[src/rtl/frame_composer.sv]
// Frame composer: copies background, spawned-object and cursor vector templates from the
// sprite ROM into frame RAM, terminates the list, then hands the frame to the display reader.
module frame_composer #(
    parameter int unsigned COORD_W     = 8,
    parameter int unsigned ADR_WIDTH   = 10,
    parameter int unsigned DEPTH       = 512,
    parameter int unsigned NUM_OBJ     = 4,
    parameter int unsigned FRAME_MIN   = 8,
    parameter int unsigned FRAME_MAX   = 247,
    parameter int unsigned MAX_OBJ_LEN = 64,
    parameter int unsigned BG_BASE     = 0,
    parameter int unsigned CURSOR_BASE = 16,
    localparam int unsigned DATAWIDTH  = 2*COORD_W+2
) (
    input  logic                           clk,
    input  logic                           rst,
    input  logic                           halt,
    input  logic                           frame_done,
    output logic                           go,
    output logic                           busy,
    output logic                           overflow,
    output logic [4:0]                     state_debug,
    output logic [ADR_WIDTH-1:0]           adrROM,
    input  logic [DATAWIDTH-1:0]           dataROM,
    output logic [ADR_WIDTH-1:0]           adrWRITE,
    output logic [DATAWIDTH-1:0]           dataWRITE,
    output logic                           weWRITE,
    input  logic [COORD_W-1:0]             xcursor,
    input  logic [COORD_W-1:0]             ycursor,
    input  logic [NUM_OBJ-1:0]             obj_spawn,
    input  logic [NUM_OBJ*COORD_W-1:0]     obj_x,
    input  logic [NUM_OBJ*COORD_W-1:0]     obj_y,
    input  logic [NUM_OBJ*ADR_WIDTH-1:0]   obj_base
);

    localparam int unsigned CW    = COORD_W + 2;
    localparam int unsigned OBJ_W = (NUM_OBJ > 1) ? $clog2(NUM_OBJ) : 1;
    localparam int unsigned TPL_W = $clog2(MAX_OBJ_LEN + 1);

    typedef enum logic [4:0] {
        StDone          = 5'd0,
        StReset         = 5'd1,
        StWaitFrameDone = 5'd2,
        StLatch         = 5'd4,
        StWriteEnd      = 5'd5,
        StDrawBg        = 5'd10,
        StDrawCursor    = 5'd12,
        StDrawObj       = 5'd13
    } state_e;

    state_e                       state_q;
    logic [NUM_OBJ-1:0]           spawn_q;
    logic [NUM_OBJ*COORD_W-1:0]   obj_x_q, obj_y_q;
    logic [NUM_OBJ*ADR_WIDTH-1:0] obj_base_q;
    logic [COORD_W-1:0]           xcur_q, ycur_q;
    logic [ADR_WIDTH-1:0]         wr_cnt_q;
    logic [TPL_W-1:0]             tpl_cnt_q;
    logic [OBJ_W-1:0]             obj_idx_q;
    logic                         we_q;

    logic [COORD_W-1:0]   pos_x, pos_y;
    logic [CW-1:0]        sum_x, sum_y;
    logic [DATAWIDTH-1:0] word_out;
    logic                 tpl_end;
    logic                 next_found;
    logic [OBJ_W-1:0]     next_idx;
    logic [ADR_WIDTH-1:0] next_base;

    function automatic logic [COORD_W-1:0] clamp(input logic signed [CW-1:0] v);
        logic [COORD_W-1:0] r;
        if (v < $signed(CW'(FRAME_MIN)))      r = COORD_W'(FRAME_MIN);
        else if (v > $signed(CW'(FRAME_MAX))) r = COORD_W'(FRAME_MAX);
        else                                  r = v[COORD_W-1:0];
        return r;
    endfunction

    always_comb begin
        pos_x = xcur_q;
        pos_y = ycur_q;
        if (state_q == StDrawObj) begin
            pos_x = obj_x_q[obj_idx_q*COORD_W +: COORD_W];
            pos_y = obj_y_q[obj_idx_q*COORD_W +: COORD_W];
        end
        // Background coordinates are absolute; object/cursor ones are signed offsets.
        if (state_q == StDrawBg) begin
            sum_x = {2'b00, dataROM[2*COORD_W-1 -: COORD_W]};
            sum_y = {2'b00, dataROM[COORD_W-1:0]};
        end else begin
            sum_x = {2'b00, pos_x}
                  + {{2{dataROM[2*COORD_W-1]}}, dataROM[2*COORD_W-1 -: COORD_W]};
            sum_y = {2'b00, pos_y} + {{2{dataROM[COORD_W-1]}}, dataROM[COORD_W-1:0]};
        end
        word_out = {1'b0, dataROM[DATAWIDTH-2], clamp(sum_x), clamp(sum_y)};
        tpl_end  = dataROM[DATAWIDTH-1] || (tpl_cnt_q == TPL_W'(MAX_OBJ_LEN - 1));

        // Lowest spawned object after the current source; descending scan keeps the lowest.
        next_found = 1'b0;
        next_idx   = '0;
        for (int i = int'(NUM_OBJ) - 1; i >= 0; i--) begin
            if (spawn_q[i] && (state_q == StDrawBg || i > int'(obj_idx_q))) begin
                next_found = 1'b1;
                next_idx   = OBJ_W'(i);
            end
        end
        next_base = next_found ? obj_base_q[next_idx*ADR_WIDTH +: ADR_WIDTH]
                               : ADR_WIDTH'(CURSOR_BASE);
    end

    always_ff @(posedge clk) begin
        if (rst) begin
            state_q   <= StReset;
            go        <= 1'b0;
            busy      <= 1'b0;
            overflow  <= 1'b0;
            we_q      <= 1'b0;
            adrROM    <= ADR_WIDTH'(BG_BASE);
            adrWRITE  <= '0;
            dataWRITE <= '0;
            wr_cnt_q  <= '0;
            tpl_cnt_q <= '0;
            obj_idx_q <= '0;
        end else if (halt && state_q != StReset && state_q != StWaitFrameDone) begin
            // Stalled: everything holds, the pending write stays queued behind the gate.
        end else begin
            go   <= 1'b0;
            we_q <= 1'b0;
            case (state_q)
                StReset: begin
                    busy    <= 1'b1;
                    state_q <= StLatch;
                end
                StLatch: begin
                    spawn_q    <= obj_spawn;
                    obj_x_q    <= obj_x;
                    obj_y_q    <= obj_y;
                    obj_base_q <= obj_base;
                    xcur_q     <= xcursor;
                    ycur_q     <= ycursor;
                    wr_cnt_q   <= '0;
                    tpl_cnt_q  <= '0;
                    overflow   <= 1'b0;
                    adrROM     <= ADR_WIDTH'(BG_BASE);
                    state_q    <= StDrawBg;
                end
                StDrawBg, StDrawObj, StDrawCursor: begin
                    if (wr_cnt_q == ADR_WIDTH'(DEPTH - 1)) begin
                        overflow <= 1'b1;
                        state_q  <= StWriteEnd;
                    end else begin
                        we_q      <= 1'b1;
                        dataWRITE <= word_out;
                        adrWRITE  <= wr_cnt_q;
                        wr_cnt_q  <= wr_cnt_q + 1'b1;
                        if (tpl_end) begin
                            tpl_cnt_q <= '0;
                            if (state_q == StDrawCursor) begin
                                adrROM  <= ADR_WIDTH'(BG_BASE);
                                state_q <= StWriteEnd;
                            end else begin
                                adrROM    <= next_base;
                                obj_idx_q <= next_idx;
                                state_q   <= next_found ? StDrawObj : StDrawCursor;
                            end
                        end else begin
                            tpl_cnt_q <= tpl_cnt_q + 1'b1;
                            adrROM    <= adrROM + 1'b1;
                        end
                    end
                end
                StWriteEnd: begin
                    we_q      <= 1'b1;
                    dataWRITE <= {2'b11, {(2*COORD_W){1'b0}}};
                    adrWRITE  <= wr_cnt_q;
                    busy      <= 1'b0;
                    state_q   <= StDone;
                end
                StDone: begin
                    go      <= 1'b1;
                    state_q <= StWaitFrameDone;
                end
                StWaitFrameDone: begin
                    if (frame_done) begin
                        busy    <= 1'b1;
                        state_q <= StLatch;
                    end
                end
                default: state_q <= StReset;
            endcase
        end
    end

    assign weWRITE     = we_q & ~halt;
    assign state_debug = state_q;

endmodule

[config.mk]
export PLATFORM = sky130hd
export DESIGN_NAME = frame_composer
export DESIGN_NICKNAME = d
export VERILOG_FILES = /design/src/rtl/frame_composer.sv
export SDC_FILE = /design/constraint.sdc
export NUM_CORES = 1
export LEC_CHECK = 0
export BUFFER_PORTS_ARGS = -buffer_cell sky130_fd_sc_hd__buf_2
export CAP_MARGIN = 20
export CELL_PAD_IN_SITES_DETAIL_PLACEMENT = 2
export CELL_PAD_IN_SITES_GLOBAL_PLACEMENT = 2
export CORE_MARGIN = 2
export CORE_UTILIZATION = 36
export CTS_CLUSTER_SIZE = 28
export DETAILED_ROUTE_END_ITERATION = 6
export PLACE_DENSITY_LB_ADDON = 0.05
export SLEW_MARGIN = 20
export SYNTH_ARGS = -nofsm -noshare
export SYNTH_HDL_FRONTEND = slang
export SYNTH_SLANG_ARGS = --single-unit
[constraint.sdc]
create_clock -name clk -period 11.35 [get_ports clk]
set_clock_uncertainty 0.15 [all_clocks]
set_input_delay 2.27 -clock clk [delete_from_list [all_inputs] [get_ports clk]]
set_output_delay 2.27 -clock clk [all_outputs]
set_load 0.005 [all_outputs]
==> metrics.cfg, run 1 <==
[synth]
yosys_most_used_dff = edfxtp_1
yosys_warnings = 0
avgSynthCellArea_sq_um = 12.0
synth_top_area_share = 0.418
ys_seq_area_frac = 0.565
netlist_top_cells_area = edfxtp_1 (42%), dfxtp_1 (15%), mux4_2 (6.1%)
synth_cells = 743
synth.cell_area_sq_um = 8900
synth-seq-cells = 189
synthesis.nets = 912
ys_types = 88
yosys.area.top_type = edfxtp_1
async_reset_ff_frac = 0
synth_edf_count = 124

[global_route]
grt_pass1_wl_um = 40200
grt_max_degree = 75
grt_pass1_vias = 7392
track_usage = 0.200
antenna_found_initial = 5
grt_overflow = 0

[final_layout]
final-seq-area_sq_um = 5020
nets = 1094
final_cell_mix = buf_2 (191), edfxtp_1 (124), nand2_1 (74), dfxtp_1 (65), nor2_1 (61)
multi_input_area_sq_um = 3600
nFillCells = 2521
layout-drive-gt1-share = 0.317
area_growth_pct = 20.4
final_common_cell = buf_2

[detailed_routing]
drt_pre_antenna_iters = 4
routed_wl_um = 25200
viasPerCell = 5.23
drc = 0
drt-initial-drc-count = 318
ant_nets = 0
drt-wirelength-per-cell_um = 20.0
vias = 6607

[worst_setup_path]
cp_slowest_cell = buf_2
worstPathArrival_ns = 2.75
crit_chain = buf_2, nor2b_1, buf_2
start_kind = input pin
critPathKind = input pin to output port
critPathMostFrequentCell = buf_2
critPathRequiredTime_ns = 8.93
worst_setup_path_end_kind = output port
crit_path_max_incr_delay_ns = 0.27
crit_fanout = 18

[clocking]
cts_sinks = 189
cts_max_path_buffers = 2
cts_tree = done
cts_setup_buffers = 0
hold_buffers = 0
cts_resized = 0
cts_root_buffer = clkbuf_16
clock_latency_ns = 0.44
path_clk_slew_ns = 0.08
cts_htree_levels = 4
cts_buffers = 17

[floorplan]
die_h_um = 161
num_rows = 57
start_util = 0.366
fp.dieArea_sq_um = 26000
core_sq_um = 24300
ios = 193
die_x_um = 161

[sta]
tightest_slew_ns = 0.983
fmax_ghz = 0.193
finalSetupTns_ns = 0
rsz0062_at_grt = no
setup_viol = 0
finalHoldViolCount = 0
fin_crit_ns = 5.17
drv_slew = 0
slew_headroom = 0.340
period_share = 0.455
worst_slack_ns = 6.18

[pwr]
p_leak_nw = 4.12
peakVddDrop_mv = 0.0820
power_density_nw_per_um2 = 144

[placement]
dp_hpwl_um = 18600
portBuffers = 191
place_ws_ns = 6.19
globalplace.congestion = 0.782

[worst_hold_path]
hold_class = register to register

[run_status]
status = completed

[run]
maxCapViolations = 0

sequential cells by signal, indices dropped and copies added, names as in the netlist:
name,flops
overflow,1
state_debug,4
wr_cnt_q,10
obj_idx_q,2
tpl_cnt_q,7
dataWRITE,18
adrWRITE,10
go,1
ycur_q,8
obj_x_q,32
we_q,1
obj_y_q,32
busy,1
spawn_q,4
adrROM,10
obj_base_q,40
xcur_q,8
routing by layer:
metal | share of wire | up-vias | GRT usage
li1 | - | 3137 | -
met1 | 0.43 | 3281 | 0.244
met2 | 0.51 | 150 | 0.357
met3 | 0.040 | 33 | 0.0413
met4 | 0.018 | 6 | 0.0609
met5 | 0.00095 | - | 0
worst paths after layout:
kind / startpoint / to / slack [ns] / depth (start not counted)
worst min register to register: adrWRITE[5] / adrWRITE[5] / 0.30 / 2
worst max-delay path: halt / weWRITE / 6.18 / 3
worst max register to register: state_debug[1] / dataWRITE[11] / 6.77 / 15
worst min-delay path: adrWRITE[5] / adrWRITE[5] / 0.30 / 2
kinds of logic after synthesis:
kind of cell / count (synthesis) / synth area share
other: 1 / 0.000421
adder cells (fa/ha/maj): 23 / 0.0340
multiplexers: 50 / 0.0917
buffers and inverters: 55 / 0.0311
AND/OR/NAND/NOR: 247 / 0.140
XOR/XNOR: 22 / 0.0217
flip-flops: 189 / 0.565
AO/OA/AOI/OAI: 156 / 0.116
critical path, delay by kind of cell:
family	cells	cell delay [ns]
buffers and inverters	2	0.40
and+or+nand+nor	1	0.08
Yosys cell counts (4+ instances only):
library cell  instances
xnor2_1               9
a211oi_1              7
mux4_2               24
o21ai_0              12
nor3b_1               7
or3_1                 7
and3_1                6
a31oi_1               5
buf_2                 7
nand2_1              74
ha_1                 21
inv_1                18
nand3_1              19
nor2_1               62
clkbuf_1             16
o211ai_1              4
xor2_1               13
o21ai_1              21
o21a_1                4
nor2b_1               6
edfxtp_1            124
mux2i_1              14
nor3_1               21
mux2_2               12
nand4_1               9
dfxtp_1              65
buf_4                 7
nand2b_1              7
a21oi_1              57
a22oi_1               5
cell type report:
class                      instances  share of cell area
inverter                          19             0.00666
multi-input combinational        499               0.336
sequential                       189               0.469
clock inverter                    15              0.0152
clock buffer                      17              0.0397
antenna                            1            0.000234
tap                              324              0.0378
timing repair buffer             199              0.0948
through the flow:
step                instance area [sq um]  power (mW)  hold WS, ns   util  cells
floorplan                            8900       0.894        0.274      -    743
global placement                    10100       0.950        0.285  0.416   1230
detailed placement                  10100       0.961        0.300  0.416   1230
CTS                                 10700        1.57        0.311  0.440   1262
global route                        10700        1.61        0.329  0.441   1263
finish                              10700        1.54        0.303  0.441   1263
power by group:
part / internal [mW] / total [mW] / switching, mW
clock: 0.297 / 0.600 / 0.303
sequential: 0.753 / 0.772 / 0.0189
combinational: 0.0711 / 0.173 / 0.102
(Power assumes the default switching activity.)
==> run 2: changes to the inputs <==
Clock period 11.35 ns to 4.77 ns, I/O delays scaled along.
==> run 2 against run 1 <==
Total power grew 140%. Sequential share of layout area down 0.36 points. Sequential power up 140%. Clock power up 150%. Core utilization grew 0.34 points. Worst hold slack got worse by 0.0039 ns. Non-clock buffer count up 7. Register-to-register slack got worse by 6.5 ns. Final area up 0.78%. Worst setup slack lost 5.9 ns. Critical path depth grew 11. Combinational power increased to 2.6 times the previous value. Largest cell class unchanged.
==> metrics.cfg, run 2 (synthesis gave the netlist of run 1 again) <==
[clocking]
cts_root_buffer = clkbuf_16
cts_htree_levels = 4  ; unchanged
cts_setup_buffers = 0  ; unchanged
cts_sinks = 189  ; unchanged
cts_max_path_buffers = 2  ; unchanged
hold_buffers = 0  ; unchanged
cts_resized = 0  ; unchanged
clock_latency_ns = 0.44  ; about the same
cts_buffers = 17  ; unchanged
path_clk_slew_ns = 0.08  ; about the same
cts_tree = done

[worst_setup_path]
worstRegToRegCells = 14  ; -1
crit_chain = and2b_1, nand3_1, mux2_2, ha_1, inv_1, fa_1, nor2b_4, o311ai_2, a211oi_1, nor3_1, o21ai_1, o31ai_4, a211oi_1, o31ai_2
worstPathArrival_ns = 4.61  ; +1.86 ns
crit_buf_inv = 1  ; -1
r2r_start = state_debug[2]
critPathMostFrequentCell = a211oi_1
cp_slowest_cell = dfxtp_1
worst_setup_path_end_kind = register
crit_path_max_incr_delay_ns = 0.61  ; +0.34 ns
r2r-end = dataWRITE[8]
reg2reg_slack_ns = 0.31  ; -6.46 ns
start_kind = register
path_delay_family = compound AO/OA/AOI/OAI gates
critPathKind = register to register
critPathRequiredTime_ns = 4.92  ; -4.01 ns
crit_fanout = 13  ; -5

[floorplan]
ios = 193  ; unchanged
die_h_um = 161  ; unchanged
start_util = 0.366  ; unchanged
die_x_um = 161  ; unchanged
core_sq_um = 24300  ; unchanged
num_rows = 57  ; unchanged
fp.dieArea_sq_um = 26000  ; unchanged

[final_layout]
largest_register_ffs = 40  ; unchanged
nets = 1101  ; +0.64%
area_growth_pct = 21.3
final_common_cell = buf_2
layout-drive-gt1-share = 0.322  ; +0.00506
regMostFlops = obj_base_q
nFillCells = 2557  ; +1.4%
top_regs = obj_base_q: 40 flops, obj_x_q: 32 flops, obj_y_q: 32 flops
final_cell_mix = buf_2 (191), edfxtp_1 (124), nand2_1 (74), dfxtp_1 (65), nor2_1 (61)

[sta]
slew_headroom = 0.355  ; +0.0156
rsz0062_at_grt = no
finalHoldViolCount = 0  ; unchanged
drv_slew = 0  ; unchanged
tightest_slew_ns = 0.966  ; -0.0168 ns
finalSetupTns_ns = 0  ; unchanged
fin_crit_ns = 4.46
hold_ws_ns = 0.299  ; -0.00389 ns
setup_viol = 0  ; unchanged
period_share = 0.936
fmax_ghz = 0.224

[pwr]
internal-power_mw = 2.73  ; +140%
power_density_nw_per_um2 = 347  ; +140%
p_total_mw = 3.75  ; +140%
power_frac_comb = 0.120  ; +0.008
pwr-share-clk = 0.396  ; +0.007
power_frac_seq = 0.484  ; -0.015
peakVddDrop_mv = 0.205  ; +150%
p_leak_nw = 4.16  ; +1.1%
p_sw_mw = 1.02  ; +140%
sw_frac_of_total = 0.272  ; -0.00212

[global_route]
grt_pass1_vias = 7544  ; +2.1%
gr-usage-met1 = 0.254  ; +0.00991
met3_usage = 0.0331  ; -0.00822
antenna_found_initial = 1  ; -4
busiest_layer = met2
use_met2 = 0.381  ; +0.0240
grt_overflow = 0  ; unchanged
grt_pass1_wl_um = 41600  ; +3.4%
track_usage = 0.207  ; +0.00676
grt_max_degree = 70  ; -6.7%

[placement]
globalplace.congestion = 0.818  ; +4.6%
dp_hpwl_um = 19400  ; +4.1%
portBuffers = 191  ; unchanged

[detailed_routing]
drc = 0  ; unchanged
viasPerCell = 5.24  ; +0.22%
drt-initial-drc-count = 280  ; -12%
ant_nets = 0  ; unchanged
drt_pre_antenna_iters = 4  ; unchanged
routed_wl_um = 26000  ; +3.2%
drt-wirelength-per-cell_um = 20.5  ; +2.6%
vias = 6658  ; +0.77%

[worst_hold_path]
hold_path_startpoint = dataWRITE[7]
hold_class = register to register
hold_path_depth = 2  ; unchanged
holdPathEnd = dataWRITE[7]

[run]
maxCapViolations = 0  ; unchanged

[run_status]
status = completed

## run 2: changes by cell type in the layout (fill, tap and decap cells not counted), sizes merged
cell and change:
buf +7, bufinv +1, clkinvlp +1, inv -2
## run 2: per-stage QoR
step | area (sq um) | util | setup slack, ns | instances
6_report | 10800 | 0.444 | 0.308 | 1270
5_1_grt | 10800 | 0.444 | 0.00388 | 1270
4_1_cts | 10800 | 0.444 | 0.286 | 1269
3_5_place_dp | 10200 | 0.418 | 0.376 | 1237
3_3_place_gp | 10200 | 0.418 | 0.648 | 1237
2_1_floorplan | 8910 | - | 0.585 | 743
## run 2: cell type report
type	instances	area (sq um)	area share
Sequential cell	189	5020	0.465
Timing Repair Buffer	206	1070	0.0990
Tap cell	324	405	0.0375
Multi-Input combinational cell	499	3600	0.334
Inverter	19	71.3	0.00661
Clock buffer	17	425	0.0394
Antenna cell	1	2.50	0.000232
Clock inverter	15	194	0.0180
## run 2: per-layer routing
metal | up-vias | part of all wire | wire length (um)
li1 | 3155 | - | -
met1 | 3345 | 0.43 | 11100
met2 | 135 | 0.53 | 13900
met3 | 23 | 0.028 | 739
met4 | 0 | 0.013 | 327
met5 | - | 0 | 0
## run 2: how the worst max path moves through the flow
stage	depth (start not counted)	endpoint	slack, ns	from
6_report	14	dataWRITE[8]	0.31	state_debug[2]
5_1_grt	14	dataWRITE[8]	0.004	state_debug[2]
4_1_cts	14	dataWRITE[8]	0.29	state_debug[2]
3_5_place_dp	14	dataWRITE[8]	0.38	state_debug[2]
3_3_place_gp	13	dataWRITE[11]	0.65	state_debug[2]
2_1_floorplan	4	obj_base_q[0]	0.59	halt
## run 2: worst register-to-register path: stages, from the launching register on
cell and delay [ns]:
dfxtp_1 0.61, and2b_1 0.29, nand3_1 0.38, mux2_2 0.35, ha_1 0.19, inv_1 0.07
fa_1 0.46, nor2b_4 0.18, o311ai_2 0.13, a211oi_1 0.44, nor3_1 0.12, o21ai_1 0.38
o31ai_4 0.16, a211oi_1 0.33, o31ai_2 0.10
## run 2: power by group through the flow
stage / clock, mW / combinational (mW) / sequential (mW)
3_5_place_dp: 0 / 0.448 / 1.85
2_1_floorplan: 0 / 0.276 / 1.85
5_1_grt: 1.59 / 0.499 / 1.82
4_1_cts: 1.53 / 0.453 / 1.82
6_report: 1.49 / 0.448 / 1.82
3_3_place_gp: 0 / 0.427 / 1.85
==> run 3: changes to the inputs <==
Settings changed: ABC_AREA set to 1, CORE_MARGIN 2 to 10, CORE_UTILIZATION 36 to 33, HOLD_SLACK_MARGIN set to 0.02.
==> run 3 against run 2 <==
Via count increased by 16%. Clock power increased by 3%. Global-route usage decreased by 3.1 points. Largest cell class unchanged. Worst setup slack improved by 0.47 ns. Largest power group unchanged. Sequential power increased by 7%. Critical path type unchanged. First-iteration DRC count increased by 36%. Clock-buffer cell count increased by 1. Non-clock buffer count decreased by 5. Critical endpoint is now dataWRITE[0]. Final area increased by 3.4%. Cell count increased by 26%.
==> metrics.cfg, run 3 <==
[final_layout]
final_area_sq_um = 11200  ; +3.4%
nFillCells = 3106  ; +21%
final_cell_mix = nand2_1 (233), buf_2 (191), edfxtp_1 (124), nor2_1 (104), inv_1 (97)
largest_register_ffs = 40  ; unchanged
area_growth_pct = 21.5
fin_util = 0.404  ; -0.0400
top_regs = obj_base_q: 40 flops, obj_x_q: 32 flops, obj_y_q: 32 flops
final_common_cell = nand2_1
nets = 1376  ; +25%
layout-drive-gt1-share = 0.234  ; -0.0881
regMostFlops = obj_base_q

[pwr]
peakVddDrop_mv = 0.233  ; +14%
p_leak_nw = 4.69  ; +13%
power_density_nw_per_um2 = 389  ; +12%

[worst_setup_path]
crit_fanout = 16  ; +3
crit_chain = nand2_1, inv_1, buf_4, a221oi_1, a21oi_1, ha_1, inv_1, fa_1, inv_1, nand3_1, nand3b_1, nand2_1, o21ai_0, inv_1, nand4_1, clkinv_1, a21boi_1, and2_1, nand2_1, a21oi_2
critPathRequiredTime_ns = 4.99  ; +0.07 ns
worst_setup_path_end_kind = register
crit_path_max_incr_delay_ns = 0.71  ; +0.10 ns
worstPathArrival_ns = 4.21  ; -0.40 ns
critPathMostFrequentCell = inv_1
critPathKind = register to register
cp_slowest_cell = dfxtp_1
start_kind = register

[synth]
synth_most_common_cell = nand2_1
synthesis.nets = 1190  ; +30%
async_reset_ff_frac = 0  ; unchanged
synth_cells = 1021  ; +37%
synth_common_cells = nand2_1 (233), edfxtp_1 (124), nor2_1 (105), inv_1 (97), a21oi_1 (67)
avgSynthCellArea_sq_um = 8.99  ; -25%
synth_edf_count = 124  ; unchanged
yosys_warnings = 0  ; unchanged
synth.cell_area_sq_um = 9180  ; +3.2%
synth_top_area_share = 0.406  ; -0.0129
ys_seq_area_frac = 0.547  ; -0.0174
synth-seq-cells = 189  ; unchanged
yosys_most_used_dff = edfxtp_1
ys_types = 51  ; -42%
yosys.area.top_type = edfxtp_1
netlist_top_cells_area = edfxtp_1 (41%), dfxtp_1 (14%), nand2_1 (9.5%)

[floorplan]
die_x_um = 187  ; +16%
fp.dieArea_sq_um = 34900  ; +34%
die_h_um = 187  ; +16%
core_sq_um = 27600  ; +14%
start_util = 0.332  ; -0.0336
num_rows = 61  ; +7.0%
ios = 193  ; unchanged

[placement]
portBuffers = 191  ; unchanged
post_dp_cell_area_sq_um = 10500  ; +3.5%
globalplace.congestion = 0.779  ; -4.8%
dp_hpwl_um = 23400  ; +21%

[clocking]
cts_sinks = 189  ; unchanged
cts_tree = done
cts_buffers = 17  ; unchanged
hold_buffers = 0  ; unchanged
path_clk_slew_ns = 0.08  ; about the same
cts_setup_buffers = 0  ; unchanged
cts_htree_levels = 4  ; unchanged
cts_root_buffer = clkbuf_16
cts_resized = 0  ; unchanged
clock_latency_ns = 0.45  ; about the same
cts_max_path_buffers = 2  ; unchanged

[global_route]
grt_pass1_vias = 8584  ; +14%
track_usage = 0.176  ; -0.0313
grt_max_degree = 38  ; -46%
grt_overflow = 0  ; unchanged
grt_pass1_wl_um = 49100  ; +18%
antenna_found_initial = 4  ; +3

[detailed_routing]
vias = 7734  ; +16%
drt-wirelength-per-cell_um = 19.1  ; -6.9%
ant_nets = 0  ; unchanged
drt_pre_antenna_iters = 4  ; unchanged
viasPerCell = 4.84  ; -7.7%
routed_wl_um = 30500  ; +17%
drt-initial-drc-count = 382  ; +36%
drc = 0  ; unchanged

[sta]
finalHoldViolCount = 0  ; unchanged
slew_headroom = 0.288  ; -0.0668
fmax_ghz = 0.251  ; +12%
drv_slew = 0  ; unchanged
rsz0062_at_grt = no
period_share = 0.836  ; -0.0993
finalSetupTns_ns = 0  ; unchanged
fin_crit_ns = 3.99  ; -0.474 ns
setup_viol = 0  ; unchanged
tightest_slew_ns = 1.07  ; +0.100 ns

[run_status]
status = completed

[worst_hold_path]
hold_class = register to register

[run]
maxCapViolations = 0  ; unchanged

-- run 3: cell families (layout without fill, tap and decap cells) --
group / Yosys count / after routing / share of synthesized area
adders and majority gates: 23 / 23 / 0.0330
buffers and inverters: 144 / 343 / 0.0670
and+or+nand+nor: 474 / 474 / 0.231
DFF: 189 / 189 / 0.547
xor gates and xnor gates: 5 / 5 / 0.00477
other: 1 / 2 / 0.000408
AOI/OAI and AO/OA: 185 / 185 / 0.116
-- run 3: power breakdown --
group / total, mW / switching, mW / internal (mW)
Sequential: 1.95 / 0.0723 / 1.88
Clock: 1.53 / 0.782 / 0.751
Combinational: 0.857 / 0.568 / 0.289
Total: 4.34 / 1.42 / 2.92
-- run 3: layer usage --
layer | vias to the layer above | global-route usage | wire (um)
met5 | - | 0 | 23
met4 | 4 | 0.0394 | 301
met3 | 25 | 0.0377 | 1340
met2 | 149 | 0.283 | 14300
met1 | 3740 | 0.236 | 14600
li1 | 3816 | - | -
-- run 3: cell type report --
type | instances | area [sq um] | area share
multi-input combinational | 688 | 3550 | 0.318
sequential | 189 | 5020 | 0.450
tap | 378 | 473 | 0.0424
clock buffer | 18 | 450 | 0.0404
timing repair buffer | 201 | 1070 | 0.0957
clock inverter | 14 | 179 | 0.0160
inverter | 110 | 413 | 0.0370
antenna | 1 | 2.50 | 0.000224
-- run 3: path summary, 6_finish.rpt --
path	slack, ns	cells after the start	endpoint	from
max	0.78	20	dataWRITE[0]	obj_idx_q[0]
max reg2reg	0.78	20	dataWRITE[0]	obj_idx_q[0]
min reg2reg	0.32	2	dataWRITE[4]	dataWRITE[4]
min	0.32	2	dataWRITE[4]	dataWRITE[4]
-- run 3: worst max-delay path, delay by kind of cell, from the launching register on --
family	cells	cell delay [ns]
AOI/OAI and AO/OA	5	0.88
adders and majority gates	2	0.63
buffers and inverters	6	0.63
DFF	1	0.71
and+or+nand+nor	7	0.89
-- run 3: metrics by stage --
stage	std cells	power (mW)	worst slack (ns)	hold WS, ns
final	1599	4.34	0.782	0.317
after global routing	1599	4.60	0.283	0.342
after CTS	1598	4.41	0.759	0.316
after detailed placement	1566	2.86	0.811	0.304
after global placement	1566	2.83	1.02	0.297
after floorplan	1021	2.52	0.945	0.294
